<file path="src/rtl/error_inject_stream.sv">
// Registered error injector for Hamming-code lab datapaths.
// Flips 0, 1 or 2 bits of each accepted codeword on a valid/ready stream.
// It emits the applied mask with the word.
// It keeps a saturating count of corrupted words.
module error_inject_stream #(
  parameter int          W         = 7,
  parameter int          POSW      = 3,
  parameter logic [15:0] LFSR_SEED = 16'hACE1
) (
  input  logic            clk,
  input  logic            rst_n,
  input  logic [1:0]      mode,
  input  logic [POSW-1:0] pos_a,
  input  logic [POSW-1:0] pos_b,
  input  logic            in_valid,
  output logic            in_ready,
  input  logic [W-1:0]    in_data,
  output logic            out_valid,
  input  logic            out_ready,
  output logic [W-1:0]    out_data,
  output logic [W-1:0]    out_mask,
  output logic [15:0]     inj_count
);

  typedef enum logic [1:0] {
    MODE_PASS   = 2'b00,
    MODE_SINGLE = 2'b01,
    MODE_DOUBLE = 2'b10,
    MODE_RANDOM = 2'b11
  } mode_e;

  localparam logic [15:0] LFSR_TAPS = 16'hB400;

  logic [15:0]     lfsr;
  logic [W-1:0]    mask;
  logic [POSW-1:0] rand_pos;
  logic [POSW:0]   rand_ext;
  logic            accept;

  // A position at or beyond the word width flips nothing.
  function automatic logic [W-1:0] one_hot(input logic [POSW-1:0] pos);
    logic [W-1:0] v;
    v = '0;
    if (32'(pos) < W) v = {{(W-1){1'b0}}, 1'b1} << pos;
    return v;
  endfunction

  // The register is free when it is empty or it is draining this cycle.
  assign in_ready = !out_valid || out_ready;
  assign accept   = in_valid && in_ready;

  // Fold the LFSR low bits into 0..W-1. One subtraction is enough because 2^POSW < 2W.
  always_comb begin
    rand_ext = {1'b0, lfsr[POSW-1:0]};
    if (rand_ext >= (POSW+1)'(W)) rand_ext = rand_ext - (POSW+1)'(W);
    rand_pos = rand_ext[POSW-1:0];
  end

  // Build the error mask for the current mode from the pre-advance LFSR value.
  // NOTE: every variable gets a default first so that no path leaves it unassigned.
  // An unassigned path would infer a latch.
  always_comb begin
    mask = '0;
    unique case (mode_e'(mode))
      MODE_PASS:   mask = '0;
      MODE_SINGLE: mask = one_hot(pos_a);
      MODE_DOUBLE: mask = one_hot(pos_a) | one_hot(pos_b);
      MODE_RANDOM: mask = one_hot(rand_pos);
      default:     mask = '0;
    endcase
  end

  // Output register: load on accept, empty on drain, otherwise hold the stalled word.
  // NOTE: sequential state uses non-blocking assignments. Every register here is reset.
  // These registers are flops, not memory, so the reset is cheap.
  always_ff @(posedge clk or negedge rst_n) begin
    if (!rst_n) begin
      out_valid <= 1'b0;
      out_data  <= '0;
      out_mask  <= '0;
    end else if (accept) begin
      out_valid <= 1'b1;
      out_data  <= in_data ^ mask;
      out_mask  <= mask;
    end else if (out_ready) begin
      out_valid <= 1'b0;
    end
  end

  // Galois LFSR (right shift). It advances only when a random-mode word is accepted.
  always_ff @(posedge clk or negedge rst_n) begin
    if (!rst_n) begin
      lfsr <= LFSR_SEED;
    end else if (accept && (mode_e'(mode) == MODE_RANDOM)) begin
      lfsr <= {1'b0, lfsr[15:1]} ^ (lfsr[0] ? LFSR_TAPS : 16'h0000);
    end
  end

  // Count accepted words that carried at least one flip, saturating at all-ones.
  always_ff @(posedge clk or negedge rst_n) begin
    if (!rst_n) begin
      inj_count <= '0;
    end else if (accept && (|mask) && (inj_count != 16'hFFFF)) begin
      inj_count <= inj_count + 16'd1;
    end
  end

endmodule

</file>
<file path="config.mk">
export PLATFORM = sky130hd
export DESIGN_NAME = error_inject_stream
export DESIGN_NICKNAME = d
export VERILOG_FILES = /design/src/rtl/error_inject_stream.sv
export SDC_FILE = /design/constraint.sdc
export NUM_CORES = 1
export LEC_CHECK = 0
export ABC_AREA = 1
export CORE_ASPECT_RATIO = 1.25
export CORE_UTILIZATION = 40
export CTS_BUF_LIST = sky130_fd_sc_hd__clkbuf_8
export CTS_CLUSTER_SIZE = 8
export DETAILED_ROUTE_END_ITERATION = 10
export DONT_BUFFER_PORTS = 1
export HOLD_SLACK_MARGIN = 0.02
export PLACE_DENSITY = 0.52
export SLEW_MARGIN = 30
export SYNTH_ARGS = -nofsm -noshare
export SYNTH_HDL_FRONTEND = slang
export SYNTH_SLANG_ARGS = --single-unit
</file>
<file path="constraint.sdc">
create_clock -name clk -period 2.6 [get_ports clk]
set_input_delay 0.39 -clock clk [delete_from_list [all_inputs] [get_ports clk]]
set_output_delay 0.39 -clock clk [all_outputs]
set_load 0.01 [all_outputs]
</file>
==> results.cfg, run 1 <==
[yosys]
yosys_warnings = 0
synth_top_family_by_area = simple AND/OR/NAND/NOR gates
yosys_register_bits = 47
avgSynthCellArea_um2 = 7.903
synth.area.top_cells = dfrtp_1, nand2_1, dfstp_2
netlist.area_leader.share = 0.3549
synth_xor_area_frac = 0.06688
synth_cells = 348
synth_area_um2 = 2750
synth_common_cells = nand2_1, dfrtp_1, inv_1
synth.most_common_cell = nand2_1
synth-seq-area-share = 0.4313
synth_compound_area_frac = 0.05960
synth-main-ff-cell = dfrtp_1
synth_nets = 370
synth_edf_count = 0
yosys.area_share.simple = 0.3462
synth_adder_area_share = 0.01365
synth_area_leader_cell = dfrtp_1
ys_types = 31
synth-async-reset-ratio = 1.000
synthMuxAreaShare = 0

[sta]
slew_headroom = 0.7418
hold_violations = 0
period_minus_slack_ps = 2370
fmax_ghz = 0.4219
setup_viol = 0
worst_slew_pin_slew_ps = 386.9
finalCritPeriodShare = 0.9116
holdWs_ps = 277.6
drv_slew = 0
fin_skew_ps = 7.212

[clock_network]
cts_setup_buffers = 0
cts_tree = yes
cts_buffers = 5
path_clk_slew_ps = 90
cts_root_buffer = clkbuf_8
clkSinkCount = 47
htreeDepth = 2
clk_latency_ps = 300
ctsLongestPathBuffers = 2

[placed_design]
gp_congestion = 0.7828
numPlacedInstances = 430
portBuffers = 0
dp_hpwl_um = 4031

[power]
p_sw_frac = 0.3405
p_comb_frac = 0.239
seqPwrFrac = 0.498
ir_worst_vdd_mv = 0.2917
power_density_nw_per_um2 = 724.7
power.share.clock = 0.263
p_int_mw = 1.418
leakage_nw = 1.470
p_sw_mw = 0.7324

[die]
die-area_um2 = 7213
die-height_um = 94.71
dieWidth_um = 76.17
pin_count = 51
start_util = 0.4163
core_um2 = 6606
fp-row-count = 33

[critical_path]
endpoint_kind = flop
crit_path_start_kind = flop
criticalPathCategory = flop to flop
worst-path-max-fanout = 13
cp.required_ps = 2800
crit_arrival_ps = 2570

[route]
antenna_left = 0
dr_total_vias = 2135
first_iter_violations = 50
via_per_inst = 4.852
wirelength_um = 5572
drc_errors = 0
drt-wirelength-per-cell_um = 12.66
drtPass1Iterations = 4

[flow_run]
drv_cap = 0

[layout]
layout.cells.non_filler = 440
syn_to_final_growth_pct = 7.916
drive_gt1_frac = 0.1700
num_antenna_cells = 0
nNetsFinal = 374

[global_route]
gr-total-overflow = 0
antenna_found_initial = 0
track_usage = 0.1643
grt_pass1_vias = 2051
grt_max_degree = 48
grt_pass1_wl_um = 9321

[min_path]
holdCritPathClass = primary input to flop

[status]
status = finished clean
==> per-stage QoR <==
stage          power (mW)  setup WS (ps)  TNS, ps  instance area, um^2    util
2_1_floorplan       1.499          545.8        0                 2750       -
3_3_place_gp        1.575          268.4        0                 2809  0.4252
3_5_place_dp        1.583          241.0        0                 2809  0.4252
4_1_cts             2.178          212.5        0                 2964  0.4487
5_1_grt             2.305         -4.317   -4.317                 2968  0.4492
6_report            2.151          229.8        0                 2968  0.4492
==> power groups by stage <==
| stage | combinational, mW | clock (mW) | sequential [mW] |
|---|---|---|---|
| after floorplan | 0.451 | 0 | 1.05 |
| after global placement | 0.489 | 0 | 1.09 |
| after detailed placement | 0.498 | 0 | 1.09 |
| after CTS | 0.519 | 0.585 | 1.07 |
| after global routing | 0.601 | 0.610 | 1.09 |
| final | 0.514 | 0.566 | 1.07 |
==> routing by layer <==
layer  vias up  global-route usage  part of all wire  wire (um)
li1       1114                   -                 -          -
met3         5             0.05024             0.046        257
met5         -                   0                 0          0
met4         0             0.05769             0.013         72
met2        38              0.2932              0.50       2799
met1       978              0.1868              0.44       2442
==> layout make-up <==
type	count	area, um^2
inverters	35	131.4
clock buffers	6	82.58
repair buffers	8	86.33
clock inverters	2	35.03
flip-flops and latches	47	1186
fillers	675	3638
multi-input cells	255	1338
well taps	87	108.9
==> layout by cell type, fill, tap and decap left out, drive strengths merged <==
| cell | netlist | layout |
|---|---|---|
| nand3b | 1 | 1 |
| o21ai | 25 | 25 |
| xnor2 | 8 | 8 |
| dfrtp | 39 | 39 |
| nand4 | 17 | 17 |
| ha | 3 | 3 |
| o22a | 1 | 1 |
| nor4 | 1 | 1 |
| xor2 | 13 | 13 |
| clkinv | 1 | 2 |
| dlygate4sd3 | 0 | 1 |
| inv | 34 | 34 |
| nand2 | 127 | 127 |
| or2 | 1 | 1 |
| nor3 | 6 | 6 |
| dfstp | 8 | 8 |
| a31oi | 2 | 2 |
| bufinv | 0 | 1 |
| clkbuf | 4 | 6 |
| nor2 | 28 | 28 |
| buf | 7 | 7 |
| nand3 | 20 | 20 |
| a21oi | 2 | 2 |
==> logic make-up after synthesis <==
kind of cell	after synthesis
buf+inv	46
fa+ha+maj	3
flops	47
xor+xnor	21
simple gates	201
compound gates	30
==> final timing paths <==
check	start	end	slack [ps]	cells past startpoint
max in group asynchronous	rst_n	lfsr[5]	1740	2
min in group asynchronous	rst_n	inj_count[8]	590	2
worst min register to register	lfsr[7]	lfsr[6]	470	2
worst min-delay path	in_data[4]	out_data[4]	280	2
worst max-delay path	lfsr[1]	inj_count[5]	230	16
worst max register to register	lfsr[1]	inj_count[5]	230	16
==> worst max-delay path, stage by stage, from the launching register on <==
cell and delay, ps:
dfrtp_1 460, ha_1 210, ha_1 200, inv_2 120
nand3_1 100, nand2_2 120, inv_2 50, nor2_1 140
nand2_1 80, nand2_1 70, nand2_2 70, nand2_1 80
nor2_2 40, nand2_2 70, nand3_2 250, nand2_1 130
nand2_1 60
==> timing repair <==
action                                 4_1_cts  5_1_grt
hold buffers                                 2        0
gates resized for setup                      0        1
setup endpoints to repair                    0        2
endpoints found under the hold margin       47        0
==> state kept, by name, indices dropped and copies added (netlist names) <==
register   count
out_data       7
out_valid      1
lfsr          16
out_mask       7
inj_count     16
(Power assumes the default switching activity.)
==> run 2, diff against run 1 <==
==> constraint.sdc (replaced) <==
create_clock -name clk -period 2.6 [get_ports clk]
set_input_delay 0.13 -clock clk [delete_from_list [all_inputs] [get_ports clk]]
set_output_delay 0.13 -clock clk [all_outputs]
set_load 0.01 [all_outputs]
==> results.cfg, run 2 (synthesized netlist as in run 1, its figures left out) <==
[critical_path]
worst-path-max-fanout = 13
ff2ff_path_depth = 16
cp.required_ps = 2800
crit_arrival_ps = 2570
crit_path_start_kind = flop
endpoint_kind = flop
criticalPathCategory = flop to flop

[global_route]
track_usage = 0.1645
antenna_found_initial = 0
grt_pass1_vias = 2053
grt_pass1_wl_um = 9335
gr-total-overflow = 0
grt_max_degree = 48

[layout]
mostFrequentLayoutCells = nand2_1, dfrtp_1, inv_1, o21ai_0, nor2_1
num_antenna_cells = 0
drive_gt1_frac = 0.1695
final_common_cell = nand2_1
syn_to_final_growth_pct = 8.280
post-route-util = 0.4508
reg_top3 = inj_count x16, lfsr x16
fin_area_um2 = 2978
nNetsFinal = 375

[route]
via_per_inst = 4.848
first_iter_violations = 48
dr_wl_met3_um = 266
drc_errors = 0
drt-wirelength-per-cell_um = 12.64
dr_wl_met2_um = 2792
dr_total_vias = 2138
antenna_left = 0
wirelength_um = 5574
wl_met1_um = 2444
drtPass1Iterations = 4
top_layer_used = met4

[power]
p_total_mw = 2.153
ir_worst_vdd_mv = 0.2916
leakage_nw = 1.474
power_density_nw_per_um2 = 723.0

[die]
start_util = 0.4163
pin_count = 51
dieWidth_um = 76.17
die-area_um2 = 7213
core_um2 = 6606
die-height_um = 94.71
fp-row-count = 33

[sta]
fin_skew_ps = 7.198
period_minus_slack_ps = 2373
worst_slew_pin_slew_ps = 386.9
hold_violations = 0
fmax_ghz = 0.4215
finalCritPeriodShare = 0.9125
drv_slew = 0
setup_ws_ps = 227.4
setup_viol = 0
slew_headroom = 0.7418

[placed_design]
placed_area_um2 = 2809
dp_hpwl_um = 4031
dp_slack_ps = 241.0
gp_congestion = 0.7828
portBuffers = 0

[clock_network]
cts_tree = yes
path_clk_slew_ps = 90
ctsLongestPathBuffers = 2
cts_setup_buffers = 0
cts_root_buffer = clkbuf_8
clkSinkCount = 47
cts_buffers = 5
clk_latency_ps = 300
htreeDepth = 2

[min_path]
hold_path_depth = 2
holdCritPathClass = primary input to flop

[status]
status = finished clean

[flow_run]
drv_cap = 0
run 2: cell type report:
type,instances,area [um^2]
fill,674,3628
multi-input combinational,255,1338
sequential,47,1186
inverter,35,131.4
tap,87,108.9
timing repair buffer,9,96.34
clock buffer,6,82.58
clock inverter,2,35.03
run 2: power by group:
group | leakage (nW) | total [mW] | internal, mW | switching, mW
Clock | 0.0612 | 0.566 | 0.311 | 0.254
Sequential | 0.596 | 1.07 | 0.906 | 0.165
Combinational | 0.818 | 0.516 | 0.202 | 0.314
Total | 1.47 | 2.15 | 1.42 | 0.733
run 2: stage by stage:
step | setup TNS (ps) | instances | hold WS, ps
finish | 0 | 441 | 27.20
global route | -4.317 | 441 | 20.75
CTS | 0 | 441 | 22.85
detailed placement | 0 | 430 | -164.5
global placement | 0 | 430 | -164.6
floorplan | 0 | 348 | -165.6
run 2: per-layer routing:
layer,up-vias,track usage
met1,975,0.1874
met2,42,0.2932
li1,1116,-
met3,5,0.05024
met4,0,0.05769
met5,-,0
run 2: timing repair:
action,4_1_cts,5_1_grt
hold endpoints to repair,48,0
hold buffers,3,0
endpoints found under the setup margin,0,2
resized for setup,0,1
run 2: worst paths after layout:
path	startpoint	to	slack, ps
max	lfsr[1]	inj_count[5]	230
min	in_data[2]	out_data[2]	30
max reg2reg	lfsr[1]	inj_count[5]	230
min reg2reg	lfsr[7]	lfsr[6]	470
max in group asynchronous	rst_n	lfsr[5]	2000
min in group asynchronous	rst_n	inj_count[8]	330
run 2: critical path: stages, from the launching register on:
cell	delay, ps
dfrtp_1	460
ha_1	210
ha_1	200
inv_2	120
nand3_1	100
nand2_2	120
inv_2	50
nor2_1	140
nand2_1	80
nand2_1	70
nand2_2	70
nand2_1	80
nor2_2	40
nand2_2	70
nand3_2	250
nand2_1	130
nand2_1	60
==> run 3, diff against run 2 <==
ABC_AREA = 0   (was 1)
PLACE_DENSITY = 0.57   (was 0.52)
==> results.cfg, run 3 <==
[status]
status = finished clean

[critical_path]
reg2reg_from = lfsr[0]
worst-path-stages = 12
worst-path-max-fanout = 9
r2r_end = inj_count[5]
cp.required_ps = 2780
criticalPathCategory = flop to flop
critPathCapture = inj_count[5]
path_delay_family = flip-flops
reg2reg_slack_ps = 150
crit_arrival_ps = 2630
endpoint_kind = flop
crit_path_start_kind = flop
critPathMaxStageDelay_ps = 540
crit_buf_inv = 3
cpMostUsedCell = buf_4
ff2ff_path_depth = 12
path_cells = ha_1, ha_4, buf_4, a21o_1, nand3_1, a32oi_2, nor3_2, buf_4, nand4_4, buf_4, nand4_4, xnor2_2
cp_slowest_cell = dfstp_2
startpoint = lfsr[0]

[sta]
worst_slew_pin_slew_ps = 647.7
setup_ws_ps = 152.4
hold_violations = 0
setup_viol = 0
fin_skew_ps = 6.294
rsz0062_at_grt = no
drv_slew = 0
period_minus_slack_ps = 2448
finalCritPeriodShare = 0.9414
fmax_ghz = 0.4086
slew_headroom = 0.5672
fin_tns_setup_ps = 0

[route]
via_per_inst = 5.347
drt-wirelength-per-cell_um = 15.82
wirelength_um = 5648
first_iter_violations = 123
drc_errors = 0
drtPass1Iterations = 4
antenna_left = 0
dr_total_vias = 1909

[power]
leakage_nw = 1.230
power_density_nw_per_um2 = 590.0
seqPwrFrac = 0.566
p_sw_frac = 0.3064
ir_worst_vdd_mv = 0.4471
p_int_mw = 1.219
power.share.clock = 0.259
p_comb_frac = 0.174
p_sw_mw = 0.5384

[yosys]
yosys_warnings = 0
synth_area_um2 = 2633
synth.most_common_cell = dfrtp_1
synth_edf_count = 0
synth-async-reset-ratio = 1.000
ys_types = 54
synth_common_cells = dfrtp_1, nand2_1, xnor2_1
avgSynthCellArea_um2 = 10.32
synth-seq-area-share = 0.4506
yosys_register_bits = 47
synth_area_leader_cell = dfrtp_1
netlist.area_leader.share = 0.3707
synth-main-ff-cell = dfrtp_1
synth.area.top_cells = dfrtp_1, dfstp_2, xnor2_1
synth_cells = 255
synth_nets = 277

[clock_network]
clkSinkCount = 47
cts_root_buffer = clkbuf_8
path_clk_slew_ps = 90
cts_buffers = 5
clk_latency_ps = 290
htreeDepth = 2
ctsLongestPathBuffers = 2
cts_tree = yes

[layout]
mostFrequentLayoutCells = dfrtp_1, nand2_1, xnor2_1, o21ai_0, buf_4
drive_gt1_frac = 0.2500
num_antenna_cells = 0
final_common_cell = dfrtp_1
syn_to_final_growth_pct = 13.12
nNetsFinal = 293
reg_top3 = inj_count x16, lfsr x16

[global_route]
antenna_found_initial = 0
grt_pass1_wl_um = 9266
grt_max_degree = 48
grt_pass1_vias = 1916
track_usage = 0.1751
gr-total-overflow = 0

[min_path]
holdCritPathClass = primary input to flop

[die]
die-height_um = 92.70
core_um2 = 6246
start_util = 0.4215
dieWidth_um = 74.56
fp-row-count = 32
pin_count = 51
die-area_um2 = 6912

[placed_design]
dp_hpwl_um = 3955
portBuffers = 0
gp_congestion = 0.8665
dp_slack_ps = 44.73

[flow_run]
drv_cap = 0
run 3: cell types whose count changed after synthesis, moves of 5 or more:
cell     previous run  this run
nand2_2            13         1
inv_1              30         4
xnor2_1             8        20
nand4_1            15         4
nand3_1            16         7
nor3b_1             0         5
nand2_1           112        38
buf_2               0         7
xor2_1             13         2
o21ai_0            25        16
nor2_1             22        12
mux2_2              0        13
run 3: logic make-up (layout without fill, tap and decap cells):
kind of cell               count (synthesis)  count (layout)  share of synthesized area
DFF                                       47              47                     0.4506
and+or+nand+nor                          111             112                     0.2514
buffers and inverters                     18              34                    0.03945
AOI/OAI and AO/OA                         37              37                    0.09554
muxes                                     16              16                    0.06939
adders and majority gates                  3               3                    0.01426
xor gates and xnor gates                  23              23                    0.07938
run 3: per-stage QoR:
step | util | total power, mW | cells | hold WS, ps | area (um^2)
floorplan | - | 1.208 | 255 | -165.6 | 2633
global placement | 0.4399 | 1.272 | 339 | -164.4 | 2748
detailed placement | 0.4399 | 1.277 | 339 | -164.3 | 2748
CTS | 0.4659 | 1.767 | 352 | 22.62 | 2910
global route | 0.4768 | 1.862 | 357 | 51.16 | 2978
finish | 0.4768 | 1.757 | 357 | 28.85 | 2978
run 3: area by class of cell:
type / count / area, um^2
clock buffers: 6 / 82.58
clock inverters: 2 / 12.51
fillers: 605 / 3268
inverters: 4 / 15.01
multi-input cells: 191 / 1378
flip-flops and latches: 47 / 1186
well taps: 85 / 106.4
repair buffers: 22 / 197.7
run 3: worst min path at each step:
stage	start	end	slack [ps]	cells past startpoint
after floorplan	rst_n	inj_count[0]	-170	0
after global placement	rst_n	lfsr[8]	-160	0
after detailed placement	rst_n	lfsr[8]	-160	0
after CTS	in_data[5]	out_data[5]	20	2
after global routing	in_data[0]	out_data[0]	50	2
final	in_data[5]	out_data[5]	30	2
run 3: layer usage:
| metal | GRT usage | up-vias | share of wire |
|---|---|---|---|
| li1 | - | 932 | - |
| met1 | 0.2248 | 930 | 0.45 |
| met2 | 0.2793 | 41 | 0.49 |
| met3 | 0.04788 | 6 | 0.043 |
| met4 | 0.06132 | 0 | 0.013 |
| met5 | 0 | - | 0 |
run 3: power groups by stage:
stage / clock network [mW] / logic, mW / registers (mW)
after floorplan: 0 / 0.229 / 0.978
after global placement: 0 / 0.261 / 1.01
after detailed placement: 0 / 0.266 / 1.01
after CTS: 0.475 / 0.293 / 0.998
after global routing: 0.506 / 0.344 / 1.01
final: 0.456 / 0.306 / 0.995
run 3: what timing repair did:
item                                   4_1_cts  5_1_grt
setup endpoints to repair                    0       10
buffers inserted                             0        3
gates resized for setup                      0        4
hold buffers                                 5        1
endpoints found under the hold margin       50        1
